### src/rtl/shift_register_param_if.sv
`default_nettype none
// ============================================================================
//  Module   : shift_register_param_if
//  Purpose  : Bundles the control, data and status signals of the
//             parametrised universal shift register.
//  Ports    : (interface signals)
//     en, mode, amt, sin, data, start, burst_len  - driven by the master
//     q_reg, sout_msb, sout_lsb, busy, done       - driven by the slave
//  Modports : master (stimulus side), slave (shift register side)
//  Revision : 1.0  initial release
// ============================================================================
interface shift_register_param_if #(
  parameter int WIDTH = 8,
  parameter int AMT_W = $clog2(WIDTH)
) ();

  logic             en;
  logic [2:0]       mode;
  logic [AMT_W-1:0] amt;
  logic             sin;
  logic [WIDTH-1:0] data;
  logic             start;
  logic [7:0]       burst_len;
  logic [WIDTH-1:0] q_reg;
  logic             sout_msb;
  logic             sout_lsb;
  logic             busy;
  logic             done;

  modport master (
    output en, mode, amt, sin, data, start, burst_len,
    input  q_reg, sout_msb, sout_lsb, busy, done
  );

  modport slave (
    input  en, mode, amt, sin, data, start, burst_len,
    output q_reg, sout_msb, sout_lsb, busy, done
  );

endinterface
`default_nettype wire

### src/rtl/shift_register_param.sv
`default_nettype none
// ============================================================================
//  Module   : shift_register_param
//  Purpose  : Parametrised universal shift register with multi-bit logical,
//             arithmetic and rotate shifts plus a burst engine that repeats a
//             latched operation for a programmed number of cycles.
//  Ports    :
//     clk    in   rising-edge clock
//     reset  in   synchronous active-high reset, clears all state
//     bus    slave modport of shift_register_param_if
//              en/mode/amt/sin/data  direct operation controls
//              start/burst_len       burst launch
//              q_reg                 registered contents
//              sout_msb/sout_lsb     combinational taps of q_reg ends
//              busy/done             registered burst status
//  Revision : 1.0  initial release
// ============================================================================
module shift_register_param #(
  parameter int WIDTH = 8,
  parameter int AMT_W = $clog2(WIDTH)
) (
  input  wire logic            clk,
  input  wire logic            reset,
  shift_register_param_if.slave bus
);

  // Mode encoding
  localparam logic [2:0] c_mode_hold = 3'd0;
  localparam logic [2:0] c_mode_shr  = 3'd1;
  localparam logic [2:0] c_mode_shl  = 3'd2;
  localparam logic [2:0] c_mode_load = 3'd3;
  localparam logic [2:0] c_mode_ror  = 3'd4;
  localparam logic [2:0] c_mode_rol  = 3'd5;
  localparam logic [2:0] c_mode_asr  = 3'd6;

  // AMT_W = clog2(WIDTH), so WIDTH always fits in AMT_W+1 bits.
  localparam logic [AMT_W:0] c_width = WIDTH[AMT_W:0];

  typedef enum logic [1:0] {
    ST_IDLE = 2'd0,
    ST_RUN  = 2'd1,
    ST_FIN  = 2'd2
  } state_t;

  state_t           r_state;
  state_t           w_state_next;
  logic [WIDTH-1:0] r_q;
  logic [WIDTH-1:0] w_q_next;
  logic [7:0]       r_cnt;
  logic [7:0]       w_cnt_next;
  logic [2:0]       r_sh_mode;
  logic [2:0]       w_sh_mode_next;
  logic [AMT_W-1:0] r_sh_amt;
  logic [AMT_W-1:0] w_sh_amt_next;
  logic             r_busy;
  logic             r_done;

  // --------------------------------------------------------------------------
  // Operation datapath. During a burst the shadowed mode/amt are used; sin
  // and data are always the live inputs.
  // --------------------------------------------------------------------------
  logic [2:0]         w_op_mode;
  logic [AMT_W-1:0]   w_op_amt;
  logic [AMT_W:0]     w_amt_p1;
  logic [AMT_W:0]     w_dist;
  logic               w_fill;
  logic [WIDTH-1:0]   w_fill_vec;
  logic [2*WIDTH-1:0] w_shr_wide;
  logic [2*WIDTH-1:0] w_shl_wide;
  logic [2*WIDTH-1:0] w_ror_wide;
  logic [2*WIDTH-1:0] w_rol_wide;
  logic [WIDTH-1:0]   w_op_result;

  assign w_op_mode = (r_state == ST_RUN) ? r_sh_mode : bus.mode;
  assign w_op_amt  = (r_state == ST_RUN) ? r_sh_amt  : bus.amt;

  // Distance d = amt+1. For non power-of-two widths amt can encode more than
  // WIDTH, so clamp; a full-width shift already gives the saturated result.
  assign w_amt_p1 = {1'b0, w_op_amt} + {{AMT_W{1'b0}}, 1'b1};
  assign w_dist   = (w_amt_p1 > c_width) ? c_width : w_amt_p1;

  // Arithmetic right shift fills with the old sign bit, logical with sin.
  assign w_fill     = (w_op_mode == c_mode_asr) ? r_q[WIDTH-1] : bus.sin;
  assign w_fill_vec = {WIDTH{w_fill}};

  // Double-width vectors let a single barrel shift produce both the moved
  // bits and the fill (or wrapped) bits, including the d = WIDTH case.
  assign w_shr_wide = {w_fill_vec, r_q} >> w_dist;
  assign w_shl_wide = {r_q, w_fill_vec} << w_dist;
  assign w_ror_wide = {r_q, r_q} >> w_dist;
  assign w_rol_wide = {r_q, r_q} << w_dist;

  always_comb begin
    w_op_result = r_q;
    case (w_op_mode)
      c_mode_hold: w_op_result = r_q;
      c_mode_shr:  w_op_result = w_shr_wide[WIDTH-1:0];
      c_mode_shl:  w_op_result = w_shl_wide[2*WIDTH-1:WIDTH];
      c_mode_load: w_op_result = bus.data;
      c_mode_ror:  w_op_result = w_ror_wide[WIDTH-1:0];
      c_mode_rol:  w_op_result = w_rol_wide[2*WIDTH-1:WIDTH];
      c_mode_asr:  w_op_result = w_shr_wide[WIDTH-1:0];
      default:     w_op_result = r_q;   // reserved mode holds
    endcase
  end

  // --------------------------------------------------------------------------
  // Burst control: next-state and next-value logic
  // --------------------------------------------------------------------------
  always_comb begin
    w_state_next   = r_state;
    w_q_next       = r_q;
    w_cnt_next     = r_cnt;
    w_sh_mode_next = r_sh_mode;
    w_sh_amt_next  = r_sh_amt;
    case (r_state)
      ST_IDLE: begin
        if (bus.start) begin
          // The launch cycle only latches; the first op runs next edge.
          if (bus.burst_len != 8'd0) begin
            w_sh_mode_next = bus.mode;
            w_sh_amt_next  = bus.amt;
            w_cnt_next     = bus.burst_len;
            w_state_next   = ST_RUN;
          end else begin
            w_state_next   = ST_FIN;
          end
        end else if (bus.en) begin
          w_q_next = w_op_result;
        end
      end
      ST_RUN: begin
        w_q_next   = w_op_result;
        w_cnt_next = r_cnt - 8'd1;
        if (r_cnt == 8'd1) begin
          w_state_next = ST_FIN;
        end
      end
      ST_FIN: begin
        w_state_next = ST_IDLE;
      end
      default: begin
        w_state_next = ST_IDLE;
      end
    endcase
  end

  // --------------------------------------------------------------------------
  // State registers. busy/done are registered from the next state so they
  // line up with the state they describe without a combinational decode.
  // --------------------------------------------------------------------------
  always_ff @(posedge clk) begin
    if (reset) begin
      r_state   <= ST_IDLE;
      r_q       <= '0;
      r_cnt     <= 8'd0;
      r_sh_mode <= 3'd0;
      r_sh_amt  <= '0;
      r_busy    <= 1'b0;
      r_done    <= 1'b0;
    end else begin
      r_state   <= w_state_next;
      r_q       <= w_q_next;
      r_cnt     <= w_cnt_next;
      r_sh_mode <= w_sh_mode_next;
      r_sh_amt  <= w_sh_amt_next;
      r_busy    <= (w_state_next == ST_RUN);
      r_done    <= (w_state_next == ST_FIN);
    end
  end

  assign bus.q_reg    = r_q;
  assign bus.sout_msb = r_q[WIDTH-1];
  assign bus.sout_lsb = r_q[0];
  assign bus.busy     = r_busy;
  assign bus.done     = r_done;

endmodule
`default_nettype wire

### src/flat_wrapper.sv
// flat-port wrapper written by rule: the top's interface ports become plain ports
module shift_register_param_flat 
#(
  parameter int WIDTH = 8,
  parameter int AMT_W = $clog2(WIDTH)
)
  (clk, reset, bus_en, bus_mode, bus_amt, bus_sin, bus_data, bus_start, bus_burst_len, bus_q_reg, bus_sout_msb, bus_sout_lsb, bus_busy, bus_done);
  shift_register_param_if #(.WIDTH(WIDTH), .AMT_W(AMT_W)) bus_i ();
  input  wire logic clk;
  input  wire logic reset;
  input wire logic [$bits(bus_i.en)-1:0] bus_en;
  input wire logic [$bits(bus_i.mode)-1:0] bus_mode;
  input wire logic [$bits(bus_i.amt)-1:0] bus_amt;
  input wire logic [$bits(bus_i.sin)-1:0] bus_sin;
  input wire logic [$bits(bus_i.data)-1:0] bus_data;
  input wire logic [$bits(bus_i.start)-1:0] bus_start;
  input wire logic [$bits(bus_i.burst_len)-1:0] bus_burst_len;
  output wire logic [$bits(bus_i.q_reg)-1:0] bus_q_reg;
  output wire logic [$bits(bus_i.sout_msb)-1:0] bus_sout_msb;
  output wire logic [$bits(bus_i.sout_lsb)-1:0] bus_sout_lsb;
  output wire logic [$bits(bus_i.busy)-1:0] bus_busy;
  output wire logic [$bits(bus_i.done)-1:0] bus_done;
  assign bus_i.en = bus_en;
  assign bus_i.mode = bus_mode;
  assign bus_i.amt = bus_amt;
  assign bus_i.sin = bus_sin;
  assign bus_i.data = bus_data;
  assign bus_i.start = bus_start;
  assign bus_i.burst_len = bus_burst_len;
  assign bus_q_reg = bus_i.q_reg;
  assign bus_sout_msb = bus_i.sout_msb;
  assign bus_sout_lsb = bus_i.sout_lsb;
  assign bus_busy = bus_i.busy;
  assign bus_done = bus_i.done;
  shift_register_param #(.WIDTH(WIDTH), .AMT_W(AMT_W)) u_core (.clk(clk), .reset(reset), .bus(bus_i));
endmodule
### config.mk
export PLATFORM = sky130hd
export DESIGN_NAME = shift_register_param_flat
export DESIGN_NICKNAME = d
export VERILOG_FILES = /design/src/rtl/shift_register_param_if.sv /design/src/rtl/shift_register_param.sv /design/src/flat_wrapper.sv
export SDC_FILE = /design/constraint.sdc
export NUM_CORES = 1
export LEC_CHECK = 0
export BUFFER_PORTS_ARGS = -buffer_cell sky130_fd_sc_hd__buf_2
export CAP_MARGIN = 20
export CORE_ASPECT_RATIO = 0.6
export CORE_MARGIN = 2
export CORE_UTILIZATION = 60
export CTS_CLUSTER_SIZE = 10
export DETAILED_ROUTE_END_ITERATION = 10
export PLACE_DENSITY = 0.9
export SKIP_CTS_REPAIR_TIMING = 1
export SLEW_MARGIN = 15
export SYNTH_ARGS = -nofsm -noshare
export SYNTH_HDL_FRONTEND = slang
export SYNTH_SLANG_ARGS = --single-unit
export TNS_END_PERCENT = 5
### constraint.sdc
create_clock -name clk -period 5.1 [get_ports clk]
set_input_delay 1.53 -clock clk [delete_from_list [all_inputs] [get_ports clk]]
set_output_delay 1.53 -clock clk [all_outputs]
set_load 0.05 [all_outputs]
* Word-level counts from Yosys, hierarchy flattened
Index checks and enable logic that the tools add are counted.
Cells by class: $add $sub $neg 2, order comparisons 1, eq/ne operators 14, shift operators 4, muxes and demuxes 15, reduce and logical (&&, ||, !) cells 7
Operator list (count):
- case mux 8 bit (5 select lines) | 1
- two-way mux 8 bit | 4
- case mux 8 bit (2 select lines) | 2
- << shifter 16 x 4 -> 16 bit | 2
- >> shifter 16 x 4 -> 8 bit | 2
- equality test 3 bit (second input constant) | 3
- AND reduction 3 bit | 3
- equality test 8 x 1 -> 1 bit (second input constant) | 1
- nonzero test 8 bit | 1
- subtractor 8 x 1 -> 8 bit (second input constant) | 1
- equality test 3 x 2 -> 1 bit (second input constant) | 2
- two-way mux 2 bit | 3
- two-way mux 3 bit | 2
- != test 2 bit (second input constant) | 3
- adder 3 x 1 -> 4 bit (second input constant) | 1
- equality test 2 x 1 -> 1 bit (second input constant) | 2
- greater-than comparator 4 bit (second input constant) | 1
- two-way mux 4 bit | 1
- case mux 2 bit (2 select lines) | 1
- equality test 3 x 1 -> 1 bit (second input constant) | 1
- equality test 2 bit (second input constant) | 1
- logical NOT 2 bit | 1
- != test 2 x 1 -> 1 bit (second input constant) | 1
- nonzero test 2 bit | 1
- 2 further kinds | 2
Storage, ports and cells: register bits after elaboration 26, output and inout port bits 12, word-level logic and storage cells 50

* Longest topological paths before layout
word-level depth 10, mapped depth 18, depth with buffers taken out 11

* Worst setup path after synthesis
No wires, ideal clock.
path kind in2reg, start point in bus_amt[0], end point reg (tool-made name), setup time 0.124 ns, data arrival time 4.018 ns, required time 4.976 ns, setup slack 0.958 ns, stages on the path 14, buffers on the path 4, cells stage by stage buf_4 > a21oi_4 > inv_4 > buf_2 > ha_1 > buf_4 > and4bb_2 > a21boi_0 > a221o_1 > buf_4 > o311ai_2 > a221o_1 > o31ai_1 > a31oi_1
RTL lines:
- from (decl) | RTL line flat_wrapper.sv:13 | input wire logic [$bits(bus_i.amt)-1:0] bus_amt;

* Final worst setup path
start point in bus_amt[0], end point reg u_core.r_q[0] (netlist: u_core.bus.q_reg[0])
On the way: word-level cells in the longest chain between the ends 9
RTL lines:
- two-way mux 3 bit (*) | RTL line shift_register_param.sv:75 | assign w_op_amt = (r_state == ST_RUN) ? r_sh_amt : bus.amt;
- adder 3 x 1 -> 4 bit (*) | RTL line shift_register_param.sv:79 | assign w_amt_p1 = {1'b0, w_op_amt} + {{AMT_W{1'b0}}, 1'b1};
- greater-than comparator 4 bit | RTL line shift_register_param.sv:80 | assign w_dist = (w_amt_p1 > c_width) ? c_width : w_amt_p1;
- two-way mux 4 bit (*) | RTL line shift_register_param.sv:80
- >> shifter 16 x 4 -> 8 bit, or another cell as far along | RTL line shift_register_param.sv:88 | assign w_shr_wide = {w_fill_vec, r_q} >> w_dist;
- case mux 8 bit (5 select lines) (*) | RTL line shift_register_param.sv:95 | case (w_op_mode)
- two-way mux 8 bit | RTL line shift_register_param.sv:128 | end else if (bus.en) begin
- two-way mux 8 bit | RTL line shift_register_param.sv:118 | if (bus.start) begin
- case mux 8 bit (2 select lines) (*) | RTL line shift_register_param.sv:116 | case (r_state)
- to (signal assigned) | RTL line shift_register_param.sv:163 | r_q <= w_q_next;
- to (decl) | RTL line shift_register_param.sv:47 | logic [WIDTH-1:0] r_q;
Every way passes the cells marked *; elsewhere a longest branch is shown, timed or not. The select of a mux whose other input is x is not followed. A chain may end at the register's enable or synchronous reset.

==> results.cfg <==
[status]
status = completed

[floorplan]
rows = 20
die_area_sq_mm = 0.00597
core_area_sq_mm = 0.00510
fp.dieW_um = 98.4
dieHeight_um = 60.6
io_pins = 39
start_util_pct = 62.8

[timing]
finalClockSkew_ns = 0.00779
tightest_slew_ns = 0.968
slew_headroom_pct = 34.9
max_freq_mhz = 227
rsz0062_at_grt = no
layout_setup_ws_ns = 0.687
hold_viol_final = 0
period_share_pct = 86.5
fin_crit_ns = 4.41
finalMaxSlewViolations = 0
finalSetupViolations = 0
setup_tns_ns = 0

[critical_path]
worst-path-buf-inv = 2
crit_path_top_delay_cell = a221oi_1
endpoint_kind = flop
crit_family = compound AO/OA/AOI/OAI gates
worstSetupPathDepth = 11
path_max_fanout = 21
ff2ff_setup_slack_ns = 0.96
reg2reg_depth = 12
worstSetupPathType = in2reg
startpoint_type = primary input
worstPathArrival_ns = 4.58
crit_chain = buf_2, a21oi_4, inv_4, ha_1, and4bb_2, and3_1, nor2_4, mux2i_1, a21bo_1, a221oi_1, o22ai_1
cp.required_ns = 5.27
max_stage_delay_ns = 0.51

[final_layout]
syn2layout_area_growth_pct = 3.90
fillers = 460
mostFrequentLayoutCell = nand2_1
final_core_util_pct = 65.3
final_cell_mix = nand2_1, buf_2, a21oi_1
largest_reg_flops = 8
layout-drive-gt1-share_pct = 18.2
regArea_sq_um = 520
antenna_cells = 0
multi_input_comb_area_sq_mm = 0.00242
finalNetCount = 459

[clocking]
tritoncts = built
clock_latency_ns = 0.29
root_buffer = clkbuf_8
cts.sinks = 26
htreeDepth = 1
clock_path_buffers = 2
numCtsBuffers = 3
clk_pin_slew_worst_paths_ns = 0.10

[grt]
antenna_found_initial = 0
grt_pass1_wl_um = 17500
first_global_vias = 3275
grt_max_degree = 25
track_usage_pct = 38.3
gr-total-overflow = 0

[place]
place_ws_ns = 0.569
place_hpwl_um = 8530
numPortBuffers = 38
gp_congestion = 1.04

[drt]
wl_met3_um = 1980
detail-route-antenna-nets = 0
wl_met2_um = 4360
dr.max_layer_used = met4
post-route-drc-count = 0
drt-met1-wl_um = 4840
via_count = 3760
drt-initial-drc-count = 652
wl_per_cell_um = 23.3
routed_via_density = 7.61
first_pass_iters = 8
finalWirelength_um = 11500

[pwr]
leakage_nw = 1.24
power_density_mw_per_mm2 = 284
vdd_ir_drop_max_mv = 0.191

[logic_synthesis]
syn-cell-area_sq_mm = 0.00321
synthArstFlopShare_pct = 0
ys_warn_count = 0
synth_ff_type = dfxtp_1
syn-num-nets = 449
ys_seq_area_share_pct = 16.2
synthDistinctLibCells = 86
avgSynthCellArea_sq_um = 7.66
synth_edf_count = 0
netlist_instances = 419
ys_ff_latch = 26

[min_path]
min_path_type = reg2reg
whs_path_depth = 2

[job]
cap_viol_max_count = 0
## power by group
group	internal, W	switching [W]
registers	0.000226	0.0000538
clock network	0.0000696	0.0000802
logic	0.000174	0.000342
## layer usage
layer  vias up  track usage [%]
met1      1728             54.9
met3        54             13.6
li1       1634                -
met4         0             9.20
met2       344             55.4
met5         -                0
## Yosys cell counts, types with 4 or more instances
library cell   n  area share (%)
dfxtp_1       26              16
nand2b_1       4            0.78
and3_1         4            0.78
xor2_1         4             1.1
nand3_1       19             3.0
nand4_1        6             1.2
nand2_1       50             5.9
nor3_1        14             2.2
buf_2         12             1.9
o211ai_1       7             1.6
or3_1          5            0.98
and2_1         4            0.78
buf_6          6             2.1
a32oi_1        4             1.1
inv_1          7            0.82
o21ai_0       22             3.4
a21oi_1       32             5.0
a221o_1        7             2.2
o21ai_1        4            0.62
nor2_1        28             3.3
mux2i_4        4             2.8
nor2b_1        7             1.4
mux2i_1       16             5.0
buf_4          9             2.1
clkbuf_1      10             1.2
a311oi_1       6             1.6
a211oi_1      10             2.3
## path summary, 6_finish.rpt
path / from / end
setup reg to reg: u_core.r_state[1] / u_core.bus.q_reg[0]
hold / removal: u_core.r_cnt[5] / u_core.r_cnt[5]
hold reg to reg: u_core.r_cnt[5] / u_core.r_cnt[5]
setup / recovery: bus_amt[0] / u_core.bus.q_reg[0]
## kinds of logic after synthesis
group,after synthesis,share of synthesized area (%)
AOI/OAI and AO/OA,151,36.6
buffers and inverters,45,8.27
and+or+nand+nor,165,26.7
xor gates and xnor gates,4,1.09
muxes,25,9.98
DFF,26,16.2
adders and majority gates,3,1.17
## final cells by class
type,count,area share [%]
clock buffers,4,1.65
inverters,8,0.976
multi-input cells,348,72.7
flip-flops and latches,26,15.6
well taps,66,2.48
repair buffers,42,6.61
## worst reg2reg max path, cell delays in order (launching register included)
cell,delay [ns]
dfxtp_1,0.64
nand2b_1,0.26
buf_4,0.37
nand2_1,0.11
nand2_1,0.09
ha_1,0.38
and4bb_2,0.30
and3_1,0.31
nor2_4,0.49
mux2i_1,0.18
a21bo_1,0.24
a221oi_1,0.51
o22ai_1,0.13
## per-stage QoR
step | instance area (sq um) | instances | hold slack (ns) | total power (W)
after CTS | 3330 | 494 | 0.497 | 0.000914
after floorplan | 3210 | 419 | 0.443 | 0.000657
final | 3330 | 494 | 0.502 | 0.000945
after global routing | 3330 | 494 | 0.523 | 0.000978
after global placement | 3280 | 490 | 0.452 | 0.000770
after detailed placement | 3280 | 490 | 0.484 | 0.000769
(Power assumes the default switching activity.)
